### src/rtl/rgbw_frame_sched_if.sv
// FIFO write-side bundle between rgbw_frame_sched and async_fifo.
// Master pushes pixel words; slave reports full/empty.
interface rgbw_frame_sched_if #(
  parameter int DATA_SIZE = 32
);
  logic                 fifo_w_en;
  logic [DATA_SIZE-1:0] fifo_w_data;
  logic                 fifo_w_full;
  logic                 fifo_empty;

  modport master (
    output fifo_w_en,
    output fifo_w_data,
    input  fifo_w_full,
    input  fifo_empty
  );

  modport slave (
    input  fifo_w_en,
    input  fifo_w_data,
    output fifo_w_full,
    output fifo_empty
  );
endinterface

### src/rtl/rgbw_frame_sched.sv
// SK6812RGBW frame scheduler: double-buffered pixel memory pushed
// into async_fifo once per start pulse or at a fixed frame period.
module rgbw_frame_sched #(
  parameter int DATA_SIZE  = 32,
  parameter int NUM_LEDS   = 64,
  parameter int IDX_W      = 8,
  parameter int LATCH_CLKS = 7800,
  parameter int FRAME_CLKS = 960000
) (
  input  logic                 clk,
  input  logic                 rst_n,
  input  logic                 host_we,
  input  logic [IDX_W-1:0]     host_addr,
  input  logic [DATA_SIZE-1:0] host_data,
  input  logic                 swap_req,
  input  logic                 start,
  input  logic                 run,
  rgbw_frame_sched_if.master   fifo,
  output logic                 busy,
  output logic                 frame_done,
  output logic                 overrun,
  output logic                 front_bank
);

  localparam int AW = (NUM_LEDS > 1) ? $clog2(NUM_LEDS) : 1;
  localparam int PW = $clog2(FRAME_CLKS);
  localparam int LW = (LATCH_CLKS > 1) ? $clog2(LATCH_CLKS) : 1;

  typedef enum logic [2:0] {
    IDLE,
    FILL,
    DRAIN,
    LATCH,
    WAIT
  } state_t;

  state_t               state;
  state_t               state_nxt;
  logic [IDX_W-1:0]     idx;
  logic [PW-1:0]        period_cnt;
  logic [LW-1:0]        latch_cnt;
  logic                 swap_pend;
  logic                 w_en;
  logic [DATA_SIZE-1:0] w_data;
  logic                 go;
  logic                 wr;
  logic                 last;
  logic                 per_sat;
  logic                 per_end;
  logic                 lat_end;
  logic                 addr_ok;

  logic [DATA_SIZE-1:0] mem [2][NUM_LEDS];

  assign go      = start | run;
  assign wr      = (state == FILL) && !fifo.fifo_w_full;
  assign last    = idx == IDX_W'(NUM_LEDS - 1);
  assign per_sat = period_cnt == PW'(FRAME_CLKS - 1);
  // IDLE costs one cycle, so the period ends one count early
  // to keep frame starts exactly FRAME_CLKS apart.
  assign per_end = period_cnt >= PW'(FRAME_CLKS - 2);
  assign lat_end = latch_cnt == LW'(LATCH_CLKS - 1);
  assign addr_ok = {1'b0, host_addr} < (IDX_W + 1)'(NUM_LEDS);

  assign busy             = state != IDLE;
  assign fifo.fifo_w_en   = w_en;
  assign fifo.fifo_w_data = w_data;

  // Host writes only ever touch the back bank.
  always_ff @(posedge clk) begin
    if (host_we && addr_ok)
      mem[~front_bank][host_addr[AW-1:0]] <= host_data;
  end

  // Next state, FIFO write strobe and frame_done pulse.
  always_comb begin
    state_nxt  = state;
    w_en       = 1'b0;
    w_data     = '0;
    frame_done = 1'b0;
    unique case (state)
      IDLE: begin
        if (go)
          state_nxt = FILL;
      end
      FILL: begin
        w_en   = !fifo.fifo_w_full;
        w_data = mem[front_bank][idx[AW-1:0]];
        if (wr && last)
          state_nxt = DRAIN;
      end
      DRAIN: begin
        if (fifo.fifo_empty)
          state_nxt = LATCH;
      end
      LATCH: begin
        if (lat_end) begin
          frame_done = 1'b1;
          if (!run || per_end)
            state_nxt = IDLE;
          else
            state_nxt = WAIT;
        end
      end
      WAIT: begin
        if (!run || per_end)
          state_nxt = IDLE;
      end
      default: state_nxt = IDLE;
    endcase
  end

  // State, counters, bank select and sticky overrun.
  always_ff @(posedge clk or negedge rst_n) begin
    if (!rst_n) begin
      state      <= IDLE;
      idx        <= '0;
      period_cnt <= '0;
      latch_cnt  <= '0;
      swap_pend  <= 1'b0;
      front_bank <= 1'b0;
      overrun    <= 1'b0;
    end else begin
      state <= state_nxt;
      if (state == IDLE && go) begin
        idx        <= '0;
        period_cnt <= '0;
      end else begin
        if (wr)
          idx <= idx + 1'b1;
        if (state != IDLE && !per_sat)
          period_cnt <= period_cnt + 1'b1;
      end
      // A request arriving on the swap cycle itself stays pending.
      if (state == IDLE && go && swap_pend) begin
        front_bank <= ~front_bank;
        swap_pend  <= swap_req;
      end else if (swap_req) begin
        swap_pend <= 1'b1;
      end
      if (state == DRAIN)
        latch_cnt <= '0;
      else if (state == LATCH)
        latch_cnt <= latch_cnt + 1'b1;
      if (per_sat && run &&
          (state == FILL || state == DRAIN || state == LATCH))
        overrun <= 1'b1;
    end
  end

endmodule
### src/flat_wrapper.sv
// flat-port wrapper written by rule: the top's interface ports become plain ports
module rgbw_frame_sched_flat 
#(
  parameter int DATA_SIZE  = 32,
  parameter int NUM_LEDS   = 64,
  parameter int IDX_W      = 8,
  parameter int LATCH_CLKS = 7800,
  parameter int FRAME_CLKS = 960000
)
  (clk, rst_n, host_we, host_addr, host_data, swap_req, start, run, busy, frame_done, overrun, front_bank, fifo_fifo_w_en, fifo_fifo_w_data, fifo_fifo_w_full, fifo_fifo_empty);
  rgbw_frame_sched_if #(.DATA_SIZE(DATA_SIZE)) fifo_i ();
  input  logic clk;
  input  logic rst_n;
  input  logic host_we;
  input  logic [IDX_W-1:0] host_addr;
  input  logic [DATA_SIZE-1:0] host_data;
  input  logic swap_req;
  input  logic start;
  input  logic run;
  output logic busy;
  output logic frame_done;
  output logic overrun;
  output logic front_bank;
  output wire logic [$bits(fifo_i.fifo_w_en)-1:0] fifo_fifo_w_en;
  output wire logic [$bits(fifo_i.fifo_w_data)-1:0] fifo_fifo_w_data;
  input wire logic [$bits(fifo_i.fifo_w_full)-1:0] fifo_fifo_w_full;
  input wire logic [$bits(fifo_i.fifo_empty)-1:0] fifo_fifo_empty;
  assign fifo_fifo_w_en = fifo_i.fifo_w_en;
  assign fifo_fifo_w_data = fifo_i.fifo_w_data;
  assign fifo_i.fifo_w_full = fifo_fifo_w_full;
  assign fifo_i.fifo_empty = fifo_fifo_empty;
  rgbw_frame_sched #(.DATA_SIZE(DATA_SIZE), .NUM_LEDS(NUM_LEDS), .IDX_W(IDX_W), .LATCH_CLKS(LATCH_CLKS), .FRAME_CLKS(FRAME_CLKS)) u_core (.clk(clk), .rst_n(rst_n), .host_we(host_we), .host_addr(host_addr), .host_data(host_data), .swap_req(swap_req), .start(start), .run(run), .fifo(fifo_i), .busy(busy), .frame_done(frame_done), .overrun(overrun), .front_bank(front_bank));
endmodule
### config.mk
export PLATFORM = sky130hd
export DESIGN_NAME = rgbw_frame_sched_flat
export DESIGN_NICKNAME = d
export VERILOG_FILES = /design/src/rtl/rgbw_frame_sched_if.sv /design/src/rtl/rgbw_frame_sched.sv /design/src/flat_wrapper.sv
export SDC_FILE = /design/constraint.sdc
export NUM_CORES = 2
export LEC_CHECK = 0
export BUFFER_PORTS_ARGS = -buffer_cell sky130_fd_sc_hd__buf_2
export CAP_MARGIN = 15
export CORE_ASPECT_RATIO = 2
export CORE_MARGIN = 1.5
export CORE_UTILIZATION = 32
export DETAILED_ROUTE_END_ITERATION = 8
export GPL_ROUTABILITY_DRIVEN = 0
export GPL_TIMING_DRIVEN = 1
export PLACE_DENSITY = 0.54
export SETUP_SLACK_MARGIN = 0.2
export SLEW_MARGIN = 20
export SYNTH_ARGS = -nofsm -noshare
export SYNTH_HDL_FRONTEND = slang
export SYNTH_SLANG_ARGS = --single-unit
### constraint.sdc
create_clock -name clk -period 6.25 [get_ports clk]
set_input_delay 0.3125 -clock clk [delete_from_list [all_inputs] [get_ports clk]]
set_output_delay 0.3125 -clock clk [all_outputs]
set_load 0.01 [all_outputs]
# After elaboration in Yosys (flattened, before gate mapping)

Memories as Yosys holds them, arrays and structs flattened.
Index checks and enable logic that the tools add are counted.

Add/subtract/negate cells: 3
Multiply operators: 0
Div/mod/pow operators: 0
Order comparisons: 5
Equality and inequality tests: 12
Shift operators: 0
Mux-type cells: 26
Bitwise gates (word level): 4
Reduce and logical (&&, ||, !) cells: 22

Operators with widths:

| operator                                                               | number |
|---|---|
| 2048-bit 2-to-1 mux                                                    | 1 |
| 32-bit binary-select mux with 6-bit select                             | 1 |
| 32-bit demux with 6-bit select                                         | 1 |
| 32-bit 2-to-1 mux                                                      | 4 |
| 20-bit 2-to-1 mux                                                      | 2 |
| 13-bit 2-to-1 mux                                                      | 2 |
| 20-bit by 1-bit adder with 20-bit output (second input constant)       | 1 |
| 20-bit equality test (second input constant)                           | 1 |
| 20-bit greater-or-equal comparator (second input constant)             | 1 |
| 3-bit 2-to-1 mux                                                       | 6 |
| 8-bit 2-to-1 mux                                                       | 2 |
| 3-bit one-hot mux with 5 select lines                                  | 1 |
| 7-bit greater-or-equal comparator (second input constant)              | 2 |
| 6-bit inverter with 7-bit output                                       | 2 |
| 13-bit by 1-bit adder with 13-bit output (second input constant)       | 1 |
| 13-bit equality test (second input constant)                           | 1 |
| 1-bit logical AND                                                      | 9 |
| 8-bit by 1-bit adder with 8-bit output (second input constant)         | 1 |
| 8-bit by 6-bit equality test with 1-bit output (second input constant) | 1 |
| 8-bit by 7-bit < comparator with 1-bit output (second input constant)  | 1 |
| 2-bit nonzero test                                                     | 4 |
| 7-bit by 1-bit < comparator with 1-bit output (second input constant)  | 1 |
| 3-bit by 2-bit equality test with 1-bit output (second input constant) | 2 |
| 1-bit 2-to-1 mux                                                       | 6 |
| 11 further kinds                                                       | 18 |

Bits in registers: 47
Bits in latches: 0
Bits in writable memories: 4096
ROM bits: 0
Bits of input ports: 48
Output and inout bits: 37
Word-level logic and storage cells: 80
Memories kept: 1

Memory list:

| memory     | depth | bits a word | read ports | clocked after Yosys merged registers in | wr ports | line                   | RTL |
|---|---|---|---|---|---|---|---|
| u_core.mem | 2     | 2048        | 1          | 0                                       | 1        | rgbw_frame_sched.sv:53 | `logic [DATA_SIZE-1:0] mem [2][NUM_LEDS];` |

# Longest topological paths before layout

Word-level depth: 6
Mapped depth: 12
Gate-level depth less buffers: 7

# Worst setup path before layout

OpenSTA, ideal clock, no wires.

Path kind: register to register
From: reg u_core.front_bank
To: mem u_core.mem[0][1056] (netlist name) (enable)
Setup time: 0.421 ns
Arrival time: 3.262 ns
Data required time: 5.829 ns
Slack: 2.566 ns
Cell stages (with the launch flop): 10
Path buffers: 6
Cells stage by stage: dfrtp_1 buf_6 buf_12 buf_12 buf_6 buf_6 buf_2 nor2b_1 nand3_1 nor2_1

Longest elaborated chain between the ends: 1

RTL lines:

| item                   | line                    | RTL |
|---|---|---|
| start, declared        | rgbw_frame_sched.sv:22  | `output logic front_bank` |
| start signal, assigned | rgbw_frame_sched.sv:136 | `front_bank <= ~front_bank;` |
| 1-bit inverter         | rgbw_frame_sched.sv:72  | `mem[~front_bank][host_addr[AW-1:0]] <= host_data;` |
| end, declared          | rgbw_frame_sched.sv:53  |  |

No other way between the ends.

# Final worst setup path

From: reg u_core.idx[0]
To: out fifo_fifo_w_data[0]

Longest elaborated chain between the ends: 5

RTL lines:

| item                                                   | line                    | RTL |
|---|---|---|
| start, declared                                        | rgbw_frame_sched.sv:39  | `logic [IDX_W-1:0] idx;` |
| start signal, assigned                                 | rgbw_frame_sched.sv:130 | `idx <= idx + 1'b1;` |
| 6-bit inverter with 7-bit output (implied by the code) | rgbw_frame_sched.sv:88  | `w_data = mem[front_bank][idx[AW-1:0]];` |
| 32-bit binary-select mux with 6-bit select             | rgbw_frame_sched.sv:88  |  |
| 32-bit 2-to-1 mux (implied by the code) (2 in series)  | rgbw_frame_sched.sv:88  |  |
| 32-bit 2-to-1 mux                                      | rgbw_frame_sched.sv:81  | `unique case (state)` |
| end, declared                                          | flat_wrapper.sv:25      | `output wire logic [$bits(fifo_i.fifo_w_data)-1:0] fifo_fifo_w_data;` |

No other way between the ends. The select of a mux whose other input is x is not followed.

==> flow_summary.yaml <==
outcome:
  outcome: "finished clean"
clock_tree:
  cts_tree: "done"
  insertion_delay_ns: 0.96
  root_buffer: "clkbuf_16"
  clock_sinks: 4143
  htreeDepth: 5
  cts_buffer_depth: 4
  numCtsBuffers: 343
  clkTransAtPathRegs_ns: 0.07
  post_cts_buffers: 0
yosys:
  syn_nets: 7257
  yosysTopAreaCellShare_pct: 77.31
  postSynthAreaPerCell_um2: 22.08
  yosysMostFrequentCell: "edfxtp_1"
  syn_area_um2: 159100
  synthCells: 7205
  post-synth-top-area-cell: "edfxtp_1"
  yosysWarnings: 0
  synth_cell_types: 73
  synthTopCellsByArea: "edfxtp_1 77%, mux4_2 13%, mux2i_1 2.3%"
  synth_seq_area_share_pct: 78.05
  ys_ff_latch: 4143
  async_reset_ff_share_pct: 1.134
  synth_commonest_cells: "4096 x edfxtp_1, 897 x mux4_2, 358 x mux2i_1, 196 x nand2_1, 188 x nor2_1"
  synth-edff-count: 4096
  synthFlopType: "edfxtp_1"
power_and_ir_drop:
  p_sw_mw: 23.29
  power_leakage_nw: 56.05
  p_sw_share_pct: 31.51
  power_frac_seq_pct: 41.8
  pwr-share-clk_pct: 29.3
  p_per_area_nw_per_um2: 406.5
  p_comb_share_pct: 28.9
  p_int_mw: 50.63
  vdd_drop_max_uv: 356.6
sta:
  hold_violations: 0
  fin_setup_tns_ns: 0
  fin_crit_sh_pct: 95.37
  grt_setup_unrepaired: "no"
  setup_ws_ns: 0.2892
  clock_skew_ns: 0.04262
  whs_ns: 0.03799
  tightest_slew_ns: 1.190
  max_clock_freq_ghz: 0.1678
  max-slew-margin-rel_pct: 20.07
  finalSetupViolations: 0
  fin_crit_ns: 5.961
  slew_violations: 0
detailed_routing:
  totalWireLength_um: 505500
  firstDrtPassIters: 7
  via_per_inst: 5.406
  final_antenna_net_count: 0
  drt_iter0_drc: 7923
  vias: 79050
  drc: 0
  wl_per_cell_um: 34.57
place:
  dpl.hpwl_um: 310500
  place_ws_ns: 1.121
  placed_cell_area_um2: 170500
  port_buffers: 84
global_route:
  antenna_found_initial: 28
  first_global_vias: 82280
  grt_max_degree: 121
  gr-total-overflow: 0
  grt_pass1_wl_um: 687900
  track_usage_pct: 19.82
die:
  ios: 85
  die_h_um: 1000
  initial_core_util_pct: 32.08
  rows: 366
  die-area_um2: 501700
  die_x_um: 501.6
  coreArea_um2: 495900
setup_path:
  path_cells: "buf_12 > buf_12 > buf_4 > mux4_2 > a21oi_1 > a211oi_1 > o31ai_4 > buf_6 > buf_4 > a21oi_1 > buf_2"
  cp-end-kind: "output pin"
  crit_fanout: 62
  arrival_ns: 5.65
  critPathMaxStageDelay_ns: 0.98
  path_class: "reg -> out"
  required_ns: 5.94
  cp_slowest_cell: "a211oi_1"
  critPathLaunchType: "flop"
cells_and_area:
  drive_above_1_share_pct: 26.40
  syn_to_final_growth_pct: 14.31
  fin_nets: 7755
  fillers: 44930
  final_area_um2: 181900
worst_hold_path:
  hp-class: "in -> reg"
run:
  cap_violations: 0
[cells in the final DEF, fill, tap and decap left out, types with 52 or more instances in the layout]
master / n
a211oi_1: 67
a21oi_1: 180
a221oi_1: 76
a22oi_1: 166
buf_4: 430
clkbuf_1: 59
clkbuf_16: 351
clkinv_1: 82
clkinv_2: 52
edfxtp_1: 4096
mux2i_1: 358
mux4_2: 897
nand2_1: 193
nor2_1: 56
nor2_4: 130
o21ai_0: 77
o221ai_1: 52
[logic make-up (layout without fill, tap and decap cells)]
family          Yosys count  in the layout  share of synthesized area, %
compound gates          785            785                         3.404
xor+xnor                 29             29                        0.1597
fa+ha+maj                 4              4                       0.03146
buf+inv                 420           1186                         1.594
flops                  4143           4143                         78.05
mux                    1288           1288                         15.26
other cells               0             28                             0
simple gates            536            536                         1.499
[power by group through the flow]
stage | clock (mW) | sequential [mW] | combinational (mW)
finish | 21.7 | 30.9 | 21.3
global route | 22.9 | 30.9 | 22.1
CTS | 22.0 | 30.9 | 21.6
detailed placement | 0 | 31.5 | 21.5
global placement | 0 | 31.6 | 21.2
floorplan | 0 | 31.3 | 13.0
[worst max-delay path: cells and delay by family (launching register included)]
| kind | cells | cell delay (ns) |
|---|---|---|
| DFF | 1 | 0.84 |
| AOI/OAI and AO/OA | 4 | 1.79 |
| muxes | 1 | 0.22 |
| buffers and inverters | 6 | 1.65 |
[layer usage]
| layer | vias up | part of all wire [%] | global-route usage (%) |
|---|---|---|---|
| met5 | - | 0.011 | 0 |
| met4 | 10 | 6.5 | 11.30 |
| met3 | 812 | 5.1 | 2.066 |
| met2 | 3033 | 54 | 36.57 |
| met1 | 43690 | 35 | 22.06 |
| li1 | 31510 | - | - |
[final cells by class]
type / instances / area [um^2] / area share, %
diodes: 28 / 70.07 / 0.03853
clock buffers: 412 / 9032 / 4.967
clock inverters: 201 / 1877 / 1.032
flip-flops and latches: 4143 / 124200 / 68.29
well taps: 6624 / 8288 / 4.557
repair buffers: 564 / 4798 / 2.639
inverters: 9 / 42.54 / 0.02339
multi-input cells: 2642 / 33550 / 18.45
[sequential cells by signal, indices dropped and copies added, names as in the netlist]
name,cells
u_core.swap_pend,1
u_core.front_bank,1
u_core.idx,8
u_core.latch_cnt,13
u_core.state,3
u_core.period_cnt,20
u_core.mem,4096
u_core.overrun,1
[stage by stage]
step / utilization (%) / power, mW / instances
6_report: 36.67 / 73.92 / 14620
3_3_place_gp: 34.32 / 52.80 / 13940
4_1_cts: 36.64 / 74.47 / 14590
3_5_place_dp: 34.37 / 53.01 / 13950
5_1_grt: 36.66 / 75.89 / 14610
2_1_floorplan: - / 44.26 / 7205
[repair_timing]
| action | in CTS | in global routing |
|---|---|---|
| hold buffers | 34 | 2 |
| resized for setup | 1 | 0 |
| endpoints found under the hold margin | 1172 | 37 |
| setup endpoints to repair | 1 | 0 |
[final timing paths]
kind / from / end / slack [ns] / cells after the start
worst min register to register: u_core.period_cnt[19] / u_core.period_cnt[19] / 0.48 / 1
min in group asynchronous: rst_n / u_core.idx[2] / 0.38 / 3
max in group asynchronous: rst_n / u_core.idx[1] / 5.41 / 4
worst max register to register: u_core.front_bank / u_core.mem[1][1709] / 2.31 / 6
worst min-delay path: host_data[18] / u_core.mem[0][2002] / 0.04 / 1
worst max-delay path: u_core.idx[0] / fifo_fifo_w_data[0] / 0.29 / 11
(Power assumes the default switching activity.)
